--- src/rtl/riscv_pkg.sv ---
// Shared encodings for the multi-cycle RV32I-subset core: opcodes, funct fields,
// ALU operation codes and FSM states.
package riscv_pkg;

  localparam int unsigned ILEN = 32;

  localparam logic [6:0] OPC_OP     = 7'b0110011;
  localparam logic [6:0] OPC_OP_IMM = 7'b0010011;
  localparam logic [6:0] OPC_LOAD   = 7'b0000011;
  localparam logic [6:0] OPC_STORE  = 7'b0100011;
  localparam logic [6:0] OPC_BRANCH = 7'b1100011;

  localparam logic [2:0] F3_ADD  = 3'b000;
  localparam logic [2:0] F3_SLL  = 3'b001;
  localparam logic [2:0] F3_SLT  = 3'b010;
  localparam logic [2:0] F3_SLTU = 3'b011;
  localparam logic [2:0] F3_XOR  = 3'b100;
  localparam logic [2:0] F3_SR   = 3'b101;
  localparam logic [2:0] F3_OR   = 3'b110;
  localparam logic [2:0] F3_AND  = 3'b111;
  localparam logic [2:0] F3_LW   = 3'b010;
  localparam logic [2:0] F3_SW   = 3'b010;
  localparam logic [2:0] F3_BEQ  = 3'b000;
  localparam logic [2:0] F3_BNE  = 3'b001;

  localparam logic [6:0] F7_BASE = 7'b0000000;
  localparam logic [6:0] F7_ALT  = 7'b0100000;

  typedef enum logic [3:0] {
    ALU_AND  = 4'b0000,
    ALU_OR   = 4'b0001,
    ALU_ADD  = 4'b0010,
    ALU_XOR  = 4'b0011,
    ALU_SLL  = 4'b0100,
    ALU_SRL  = 4'b0101,
    ALU_SUB  = 4'b0110,
    ALU_SLT  = 4'b0111,
    ALU_SLTU = 4'b1000,
    ALU_SRA  = 4'b1001
  } alu_op_e;

  typedef enum logic [2:0] {
    FETCH   = 3'd0,
    DECODE  = 3'd1,
    EXECUTE = 3'd2,
    MEM     = 3'd3,
    WB      = 3'd4,
    HALT    = 3'd5
  } state_e;

endpackage

--- src/rtl/mc_alu.sv ---
// Combinational ALU for the multi-cycle core; shifts use the low 5 bits of b.
module mc_alu
  import riscv_pkg::*;
#(
  parameter int unsigned XLEN = 32
) (
  input  logic [XLEN-1:0] a,
  input  logic [XLEN-1:0] b,
  input  alu_op_e         alu_op,
  output logic [XLEN-1:0] y
);

  logic [4:0] shamt;
  assign shamt = b[4:0];

  always_comb begin
    y = '0;
    case (alu_op)
      ALU_AND:  y = a & b;
      ALU_OR:   y = a | b;
      ALU_ADD:  y = a + b;
      ALU_XOR:  y = a ^ b;
      ALU_SLL:  y = a << shamt;
      ALU_SRL:  y = a >> shamt;
      ALU_SUB:  y = a - b;
      ALU_SLT:  y = XLEN'($signed(a) < $signed(b));
      ALU_SLTU: y = XLEN'(a < b);
      ALU_SRA:  y = XLEN'($signed(a) >>> shamt);
      default:  y = '0;
    endcase
  end

endmodule

--- src/rtl/multicycle_core.sv ---
// Multi-cycle RV32I-subset core with one shared handshaked memory port.
// Optional beq/bne support is enabled by defining BRANCH_EN.
module multicycle_core
  import riscv_pkg::*;
#(
  parameter int unsigned     XLEN     = 32,
  parameter int unsigned     NREGS    = 32,
  parameter logic [XLEN-1:0] RESET_PC = '0
) (
  input  logic            clk,
  input  logic            reset,
  output logic            mem_req,
  output logic            mem_we,
  output logic [XLEN-1:0] mem_addr,
  output logic [XLEN-1:0] mem_wdata,
  input  logic            mem_ack,
  input  logic [XLEN-1:0] mem_rdata,
  output logic [XLEN-1:0] result,
  output logic [XLEN-1:0] pc,
  output logic            halted
);

  localparam int unsigned RIDX_W = $clog2(NREGS);

  state_e          state, next_state;
  logic [ILEN-1:0] ir;
  logic [XLEN-1:0] op_a, op_b, imm, mdr, alu_b, alu_y, addr_c, imm_c;
  logic [XLEN-1:0] rf [NREGS];
  logic            req_c, we_c;
  logic            legal, use_imm, is_load, is_store, is_branch, uses_rs2, writes_rd;
  alu_op_e         alu_op;
`ifdef BRANCH_EN
  logic [XLEN-1:0] old_pc;
  logic            taken;
`endif

  logic [6:0] opcode, funct7;
  logic [2:0] funct3;
  logic [4:0] rs1, rs2, rd;
  assign opcode = ir[6:0];
  assign rd     = ir[11:7];
  assign funct3 = ir[14:12];
  assign rs1    = ir[19:15];
  assign rs2    = ir[24:20];
  assign funct7 = ir[31:25];

  function automatic logic [XLEN-1:0] rf_read(input logic [4:0] idx);
    return (idx == 5'd0) ? '0 : rf[idx[RIDX_W-1:0]];
  endfunction

  // Instruction decode; IR is stable from DECODE until the next fetch.
  always_comb begin
    legal     = 1'b0;
    use_imm   = 1'b0;
    is_load   = 1'b0;
    is_store  = 1'b0;
    is_branch = 1'b0;
    uses_rs2  = 1'b0;
    writes_rd = 1'b0;
    alu_op    = ALU_ADD;
    imm_c     = {{(XLEN-12){ir[31]}}, ir[31:20]};
    case (opcode)
      OPC_OP: begin
        legal     = 1'b1;
        uses_rs2  = 1'b1;
        writes_rd = 1'b1;
        case ({funct7, funct3})
          {F7_BASE, F3_ADD}:  alu_op = ALU_ADD;
          {F7_ALT,  F3_ADD}:  alu_op = ALU_SUB;
          {F7_BASE, F3_SLL}:  alu_op = ALU_SLL;
          {F7_BASE, F3_SLT}:  alu_op = ALU_SLT;
          {F7_BASE, F3_SLTU}: alu_op = ALU_SLTU;
          {F7_BASE, F3_XOR}:  alu_op = ALU_XOR;
          {F7_BASE, F3_SR}:   alu_op = ALU_SRL;
          {F7_ALT,  F3_SR}:   alu_op = ALU_SRA;
          {F7_BASE, F3_OR}:   alu_op = ALU_OR;
          {F7_BASE, F3_AND}:  alu_op = ALU_AND;
          default:            legal  = 1'b0;
        endcase
      end
      OPC_OP_IMM: begin
        legal     = 1'b1;
        use_imm   = 1'b1;
        writes_rd = 1'b1;
        case (funct3)
          F3_ADD:  alu_op = ALU_ADD;
          F3_SLT:  alu_op = ALU_SLT;
          F3_SLTU: alu_op = ALU_SLTU;
          F3_XOR:  alu_op = ALU_XOR;
          F3_OR:   alu_op = ALU_OR;
          F3_AND:  alu_op = ALU_AND;
          F3_SLL: begin
            alu_op = ALU_SLL;
            legal  = (funct7 == F7_BASE);
          end
          default: begin
            alu_op = (funct7 == F7_ALT) ? ALU_SRA : ALU_SRL;
            legal  = (funct7 == F7_BASE) || (funct7 == F7_ALT);
          end
        endcase
      end
      OPC_LOAD: begin
        legal     = (funct3 == F3_LW);
        use_imm   = 1'b1;
        is_load   = 1'b1;
        writes_rd = 1'b1;
      end
      OPC_STORE: begin
        legal    = (funct3 == F3_SW);
        use_imm  = 1'b1;
        is_store = 1'b1;
        uses_rs2 = 1'b1;
        imm_c    = {{(XLEN-12){ir[31]}}, ir[31:25], ir[11:7]};
      end
`ifdef BRANCH_EN
      OPC_BRANCH: begin
        legal     = (funct3 == F3_BEQ) || (funct3 == F3_BNE);
        is_branch = 1'b1;
        uses_rs2  = 1'b1;
        alu_op    = ALU_SUB;
        imm_c     = {{(XLEN-12){ir[31]}}, ir[7], ir[30:25], ir[11:8], 1'b0};
      end
`else
      OPC_BRANCH: legal = 1'b0;
`endif
      default: legal = 1'b0;
    endcase
    if ((32'(rs1) >= NREGS) || (uses_rs2 && (32'(rs2) >= NREGS)) ||
        (writes_rd && (32'(rd) >= NREGS)))
      legal = 1'b0;
  end

  assign alu_b = use_imm ? imm : op_b;

  mc_alu #(.XLEN(XLEN)) u_alu (
    .a      (op_a),
    .b      (alu_b),
    .alu_op (alu_op),
    .y      (alu_y)
  );

`ifdef BRANCH_EN
  assign taken = (funct3 == F3_BNE) ? (op_a != op_b) : (op_a == op_b);
`endif

  always_ff @(posedge clk or negedge reset) begin
    if (!reset) state <= FETCH;
    else        state <= next_state;
  end

  // Next state and memory-port controls.
  always_comb begin
    next_state = state;
    req_c      = 1'b0;
    we_c       = 1'b0;
    addr_c     = pc;
    case (state)
      FETCH: begin
        req_c = 1'b1;
        if (mem_ack) next_state = DECODE;
      end
      DECODE:  next_state = legal ? EXECUTE : HALT;
      EXECUTE: begin
        if (is_load || is_store) next_state = MEM;
        else if (is_branch)      next_state = FETCH;
        else                     next_state = WB;
      end
      MEM: begin
        req_c  = 1'b1;
        we_c   = is_store;
        addr_c = result;
        if (mem_ack) next_state = is_load ? WB : FETCH;
      end
      WB:      next_state = FETCH;
      HALT:    next_state = HALT;
      default: next_state = HALT;
    endcase
  end

  // Gating with the reset pin drops a pending request the moment reset asserts.
  assign mem_req   = req_c & reset;
  assign mem_we    = we_c;
  assign mem_addr  = {addr_c[XLEN-1:2], 2'b00};
  assign mem_wdata = op_b;

  always_ff @(posedge clk or negedge reset) begin
    if (!reset) begin
      pc     <= RESET_PC;
      ir     <= '0;
      op_a   <= '0;
      op_b   <= '0;
      imm    <= '0;
      mdr    <= '0;
      result <= '0;
      halted <= 1'b0;
`ifdef BRANCH_EN
      old_pc <= RESET_PC;
`endif
      for (int i = 0; i < int'(NREGS); i++) rf[i] <= '0;
    end else begin
      case (state)
        FETCH: if (mem_ack) begin
          ir <= mem_rdata[ILEN-1:0];
          pc <= pc + XLEN'(4);
`ifdef BRANCH_EN
          old_pc <= pc;
`endif
        end
        DECODE: begin
          op_a <= rf_read(rs1);
          op_b <= rf_read(rs2);
          imm  <= imm_c;
          if (!legal) halted <= 1'b1;
        end
        EXECUTE: begin
          result <= alu_y;
`ifdef BRANCH_EN
          if (is_branch && taken) pc <= old_pc + imm;
`endif
        end
        MEM: if (mem_ack && is_load) mdr <= mem_rdata;
        WB: if (rd != 5'd0) rf[rd[RIDX_W-1:0]] <= is_load ? mdr : result;
        default: halted <= 1'b1;
      endcase
    end
  end

endmodule
--- config.mk ---
export PLATFORM = sky130hd
export DESIGN_NAME = multicycle_core
export DESIGN_NICKNAME = d
export VERILOG_FILES = /design/src/rtl/riscv_pkg.sv /design/src/rtl/mc_alu.sv /design/src/rtl/multicycle_core.sv
export SDC_FILE = /design/constraint.sdc
export NUM_CORES = 2
export LEC_CHECK = 0
export ABC_CLOCK_PERIOD_IN_PS = 5400
export BUFFER_PORTS_ARGS = -buffer_cell sky130_fd_sc_hd__buf_2
export CORE_UTILIZATION = 32
export DETAILED_ROUTE_END_ITERATION = 10
export GPL_ROUTABILITY_DRIVEN = 0
export PLACE_DENSITY = 0.48
export SYNTH_ARGS = -nofsm -noshare
export SYNTH_HDL_FRONTEND = slang
export SYNTH_SLANG_ARGS = --single-unit
--- constraint.sdc ---
create_clock -name clk -period 5.4 [get_ports clk]
set_input_delay 1.08 -clock clk [delete_from_list [all_inputs] [get_ports clk]]
set_output_delay 1.08 -clock clk [all_outputs]
set_load 0.02 [all_outputs]
==> run_summary.xml <==
<?xml version="1.0" encoding="UTF-8"?>
<metrics>
  <group name="critical_path">
    <metric name="req_time_crit_path" unit="ns">6.09</metric>
    <metric name="worstSetupPathType" unit="">register to register</metric>
    <metric name="worst-path-max-fanout" unit="">23</metric>
    <metric name="critical_path_at" unit="ns">5.55</metric>
    <metric name="timing.critical_path.from_type" unit="">register</metric>
    <metric name="crit-reg2reg-launch" unit="">ir[6]$_DFFE_PN0P_</metric>
    <metric name="worstRegToRegCells" unit="">17</metric>
    <metric name="setup.reg_to_reg.worst_slack" unit="ns">0.54</metric>
    <metric name="endpoint_kind" unit="">register</metric>
    <metric name="worst_r2r_endpoint" unit="">result[19]$_DFFE_PN0N_</metric>
  </group>
  <group name="run_status">
    <metric name="status" unit="">finished clean</metric>
  </group>
  <group name="drt">
    <metric name="routedWlPerCell" unit="um">29.0</metric>
    <metric name="drt-total-wl" unit="mm">297</metric>
    <metric name="drt_iter0_markers" unit="">6829</metric>
    <metric name="vias" unit="">60600</metric>
    <metric name="detail-route-antenna-nets" unit="">0</metric>
    <metric name="routed_via_density" unit="">5.92</metric>
    <metric name="first_pass_iters" unit="">9</metric>
    <metric name="drc_errors" unit="">0</metric>
  </group>
  <group name="timing">
    <metric name="worst_clock_skew" unit="ns">0.0529</metric>
    <metric name="report.final.setup_viol" unit="">0</metric>
    <metric name="least_setup_slack_across_all_paths_after_layout" unit="ns">0.542</metric>
    <metric name="grt_setup_unrepaired" unit="">false</metric>
    <metric name="worst_slew_pin_slew" unit="ns">1.27</metric>
    <metric name="final-max-slew-violation-count" unit="">0</metric>
    <metric name="fin_worst_hold_slack" unit="ns">0.270</metric>
    <metric name="final_hold_viol_count" unit="">0</metric>
    <metric name="fin_crit_share" unit="">0.900</metric>
    <metric name="slew_hr" unit="">0.146</metric>
    <metric name="setup_total_negative_slack" unit="ns">0</metric>
    <metric name="final_period_minus_worst_setup_slack" unit="ns">4.86</metric>
    <metric name="fmax" unit="GHz">0.206</metric>
  </group>
  <group name="min_path">
    <metric name="hold_class" unit="">primary input to async pin</metric>
  </group>
  <group name="clock_tree">
    <metric name="cts.repair_timing.setup_buffer_count" unit="">0</metric>
    <metric name="clk_transition_reported_paths" unit="ns">0.07</metric>
    <metric name="insertion_delay" unit="ns">0.83</metric>
    <metric name="cts_hold_buf" unit="">0</metric>
    <metric name="cts_resized" unit="">0</metric>
    <metric name="cts_tree" unit="">yes</metric>
    <metric name="cts_made_buffers" unit="">141</metric>
    <metric name="cts-root-to-sink-buffers" unit="">3</metric>
    <metric name="cts_htree_levels" unit="">4</metric>
    <metric name="tritoncts_num_sinks" unit="">1230</metric>
    <metric name="root_buffer" unit="">clkbuf_16</metric>
  </group>
  <group name="die">
    <metric name="die_width" unit="um">471</metric>
    <metric name="design.portCount" unit="">166</metric>
    <metric name="core_area" unit="mm2">0.218</metric>
    <metric name="initial_utilization" unit="">0.323</metric>
    <metric name="die_y" unit="um">471</metric>
    <metric name="rows" unit="">171</metric>
    <metric name="die_area" unit="mm2">0.222</metric>
  </group>
  <group name="finish">
    <metric name="fillCellCount" unit="">21900</metric>
    <metric name="footprint_of_the_multi_input_gates" unit="mm2">0.0370</metric>
    <metric name="area.sequential" unit="mm2">0.0308</metric>
    <metric name="post_route_cells_drive_above_1_share" unit="">0.168</metric>
    <metric name="instances_no_fill" unit="">10200</metric>
    <metric name="layout-area-overhead-vs-synth" unit="%">12.9</metric>
    <metric name="layout.nets" unit="">7396</metric>
  </group>
  <group name="synth">
    <metric name="synth-warning-count" unit="">0</metric>
    <metric name="share_of_the_synthesized_area_in_compound_gates_ao_oa_aoi_oai" unit="">0.193</metric>
    <metric name="main_combinational_cell_family_by_area_after_synthesis" unit="">compound AO/OA/AOI/OAI gates</metric>
    <metric name="synth_xor_xnor_area_share" unit="">0.00872</metric>
    <metric name="synth-seq-cells" unit="">1230</metric>
    <metric name="synth.mux.area_fraction" unit="">0.185</metric>
    <metric name="synth_area_per_cell" unit="um2">9.43</metric>
    <metric name="synth-seq-area-share" unit="">0.438</metric>
    <metric name="synth_ff_type" unit="">dfrtp_1</metric>
    <metric name="synth-simple-area-share" unit="">0.113</metric>
    <metric name="post_synth_fa_ha_maj_area_fraction" unit="">0.0177</metric>
    <metric name="synth-edff-count" unit="">0</metric>
    <metric name="synth_cell_type_count" unit="">92</metric>
    <metric name="synth.cell_area" unit="mm2">0.0703</metric>
    <metric name="netlist_instances" unit="">7457</metric>
    <metric name="synthArstFlopShare" unit="">1.00</metric>
  </group>
  <group name="placement">
    <metric name="detailed_place_hpwl" unit="mm">189</metric>
    <metric name="dp_cells" unit="">9973</metric>
    <metric name="place.port_buffers" unit="">161</metric>
    <metric name="pre_cts_slack" unit="ns">0.598</metric>
  </group>
  <group name="run">
    <metric name="cap_violations" unit="">0</metric>
  </group>
  <group name="grt">
    <metric name="antenna_found_initial" unit="">9</metric>
    <metric name="number_of_global_route_vias_before_repair" unit="">58800</metric>
    <metric name="tot_gr_track_use" unit="">0.263</metric>
    <metric name="largest_net_degree_at_the_start_of_global_routing" unit="">173</metric>
    <metric name="grt-ovfl-total" unit="">0</metric>
    <metric name="grt_pass1_wl" unit="mm">429</metric>
  </group>
  <group name="pwr">
    <metric name="power_per_cell_area" unit="mW/mm2">506</metric>
    <metric name="power.static_leakage" unit="nW">33.7</metric>
    <metric name="ir_drop" unit="V">0.000273</metric>
  </group>
</metrics>
[worst max-delay path, stage by stage (launching register included)]
cell,delay [ns]
dfrtp_1,0.64
nor2_1,0.18
nand2_1,0.26
buf_4,0.34
mux2_2,0.40
inv_1,0.08
ha_1,0.36
and3_1,0.25
a31oi_1,0.17
o21ai_0,0.17
a2111oi_0,0.56
o41ai_1,0.27
a21o_1,0.22
a21oi_1,0.19
xnor2_1,0.16
nor2_1,0.05
a2111oi_0,0.38
nor2_1,0.07
[flip-flops by register name, indices dropped and copies added, names as in the netlist]
signal     count
ir            32
mem_wdata     32
pc            30
result        32
imm           12
state          3
mdr           32
op_a          32
halted         1
rf          1024
[layer usage]
metal,GRT usage,vias up,share of wire
met1,0.360,30700,0.43
met4,0.106,4,0.043
met3,0.0565,645,0.085
met2,0.401,2740,0.44
li1,-,26600,-
met5,0,-,0.000078
[cell usage after synthesis (7+ instances only)]
cell       count  area [um2]
mux2_2       229        2580
nand2_1      956        3590
nand4_1       14        87.6
mux4_2       262        5900
or2_2          8        50.1
ha_1          98        1230
dfrtp_1     1230       30800
buf_2         31         155
a2111oi_0      8        70.1
o22ai_1      172        1080
o21bai_1      17         128
o32a_1        12         120
buf_1         80         300
a21oi_1      831        4160
and3_1        17         106
inv_1         94         353
mux2i_1      452        4520
o31ai_1        8        60.1
nand2b_1      14        87.6
o21ai_0      954        4770
nor3_1       197         986
nand3_1       58         290
nor3b_1        7        52.6
a211oi_1      43         323
o21a_1         8        60.1
a31oi_1       29         181
o221ai_1     139        1220
nand3b_1       7        52.6
and2_1        12        75.1
nor4_1        13        81.3
a21o_1        43         323
a221oi_1      17         149
o211ai_1      16         120
a32oi_1        7        61.3
nor2_1       545        2050
clkbuf_1     600        2250
nor2b_1       13        81.3
xor2_1        17         149
o21ai_1       18        90.1
or3_1         18         113
xnor2_1       53         464
[report_power, final]
part           total [W]  switching (W)  internal [W]  leakage, nW
Combinational     0.0182         0.0121       0.00605         14.4
Sequential        0.0119        0.00175        0.0102         17.0
Clock             0.0101        0.00428       0.00583         2.35
Total             0.0402         0.0182        0.0221         33.7
[logic make-up (layout without fill, tap and decap cells)]
kind of cell / count (synthesis) / in the layout
adder cells (fa/ha/maj): 99 / 99
flip-flops: 1230 / 1230
other: 1 / 6
multiplexers: 945 / 945
buffers and inverters: 820 / 736
XOR/XNOR: 70 / 70
AND/OR/NAND/NOR: 1907 / 1907
AO/OA/AOI/OAI: 2385 / 2385
[per-stage QoR]
step / area, um2 / utilization / total power (W)
after floorplan: 70400 / - / 0.0227
after global placement: 74600 / 0.343 / 0.0296
after CTS: 79400 / 0.365 / 0.0398
final: 79400 / 0.365 / 0.0402
after detailed placement: 74600 / 0.343 / 0.0296
after global routing: 79400 / 0.365 / 0.0418
[final cells by class]
class	instances	area share
antenna	2	0.0000630
clock buffer	198	0.0522
clock inverter	59	0.00835
inverter	100	0.00472
multi-input combinational	5410	0.465
sequential	1230	0.388
tap	2854	0.0449
timing repair buffer	379	0.0364
[placed cells by master, fill, tap and decap left out, types with 18 or more instances in the layout]
cell	instances
a21oi_1	831
buf_12	36
mux2i_2	21
nor3_1	189
mux2i_1	420
dfrtp_1	1220
a31oi_1	29
buf_4	183
inv_1	94
nand2_4	19
nor2_1	541
xnor2_1	53
o221ai_1	139
buf_2	160
ha_1	98
mux2_2	229
clkinv_2	23
clkbuf_8	34
o21ai_1	18
mux4_2	262
or3_1	18
o21ai_0	954
clkbuf_1	20
nand3_1	56
nand2_1	936
clkbuf_16	144
o22ai_1	172
a21o_1	43
a211oi_1	43
[worst max path at each step]
stage	from	end	slack [ns]
3_5_place_dp	ir[6]$_DFFE_PN0P_	result[19]$_DFFE_PN0N_	0.60
4_1_cts	ir[6]$_DFFE_PN0P_	result[19]$_DFFE_PN0N_	0.61
3_3_place_gp	ir[6]$_DFFE_PN0P_	result[19]$_DFFE_PN0N_	0.54
2_1_floorplan	ir[5]$_DFFE_PN0P_	result[19]$_DFFE_PN0N_	0.83
6_report	ir[6]$_DFFE_PN0P_	result[19]$_DFFE_PN0N_	0.54
5_1_grt	ir[6]$_DFFE_PN0P_	result[19]$_DFFE_PN0N_	0.19
Note: power is estimated with default switching activity, not from simulation.
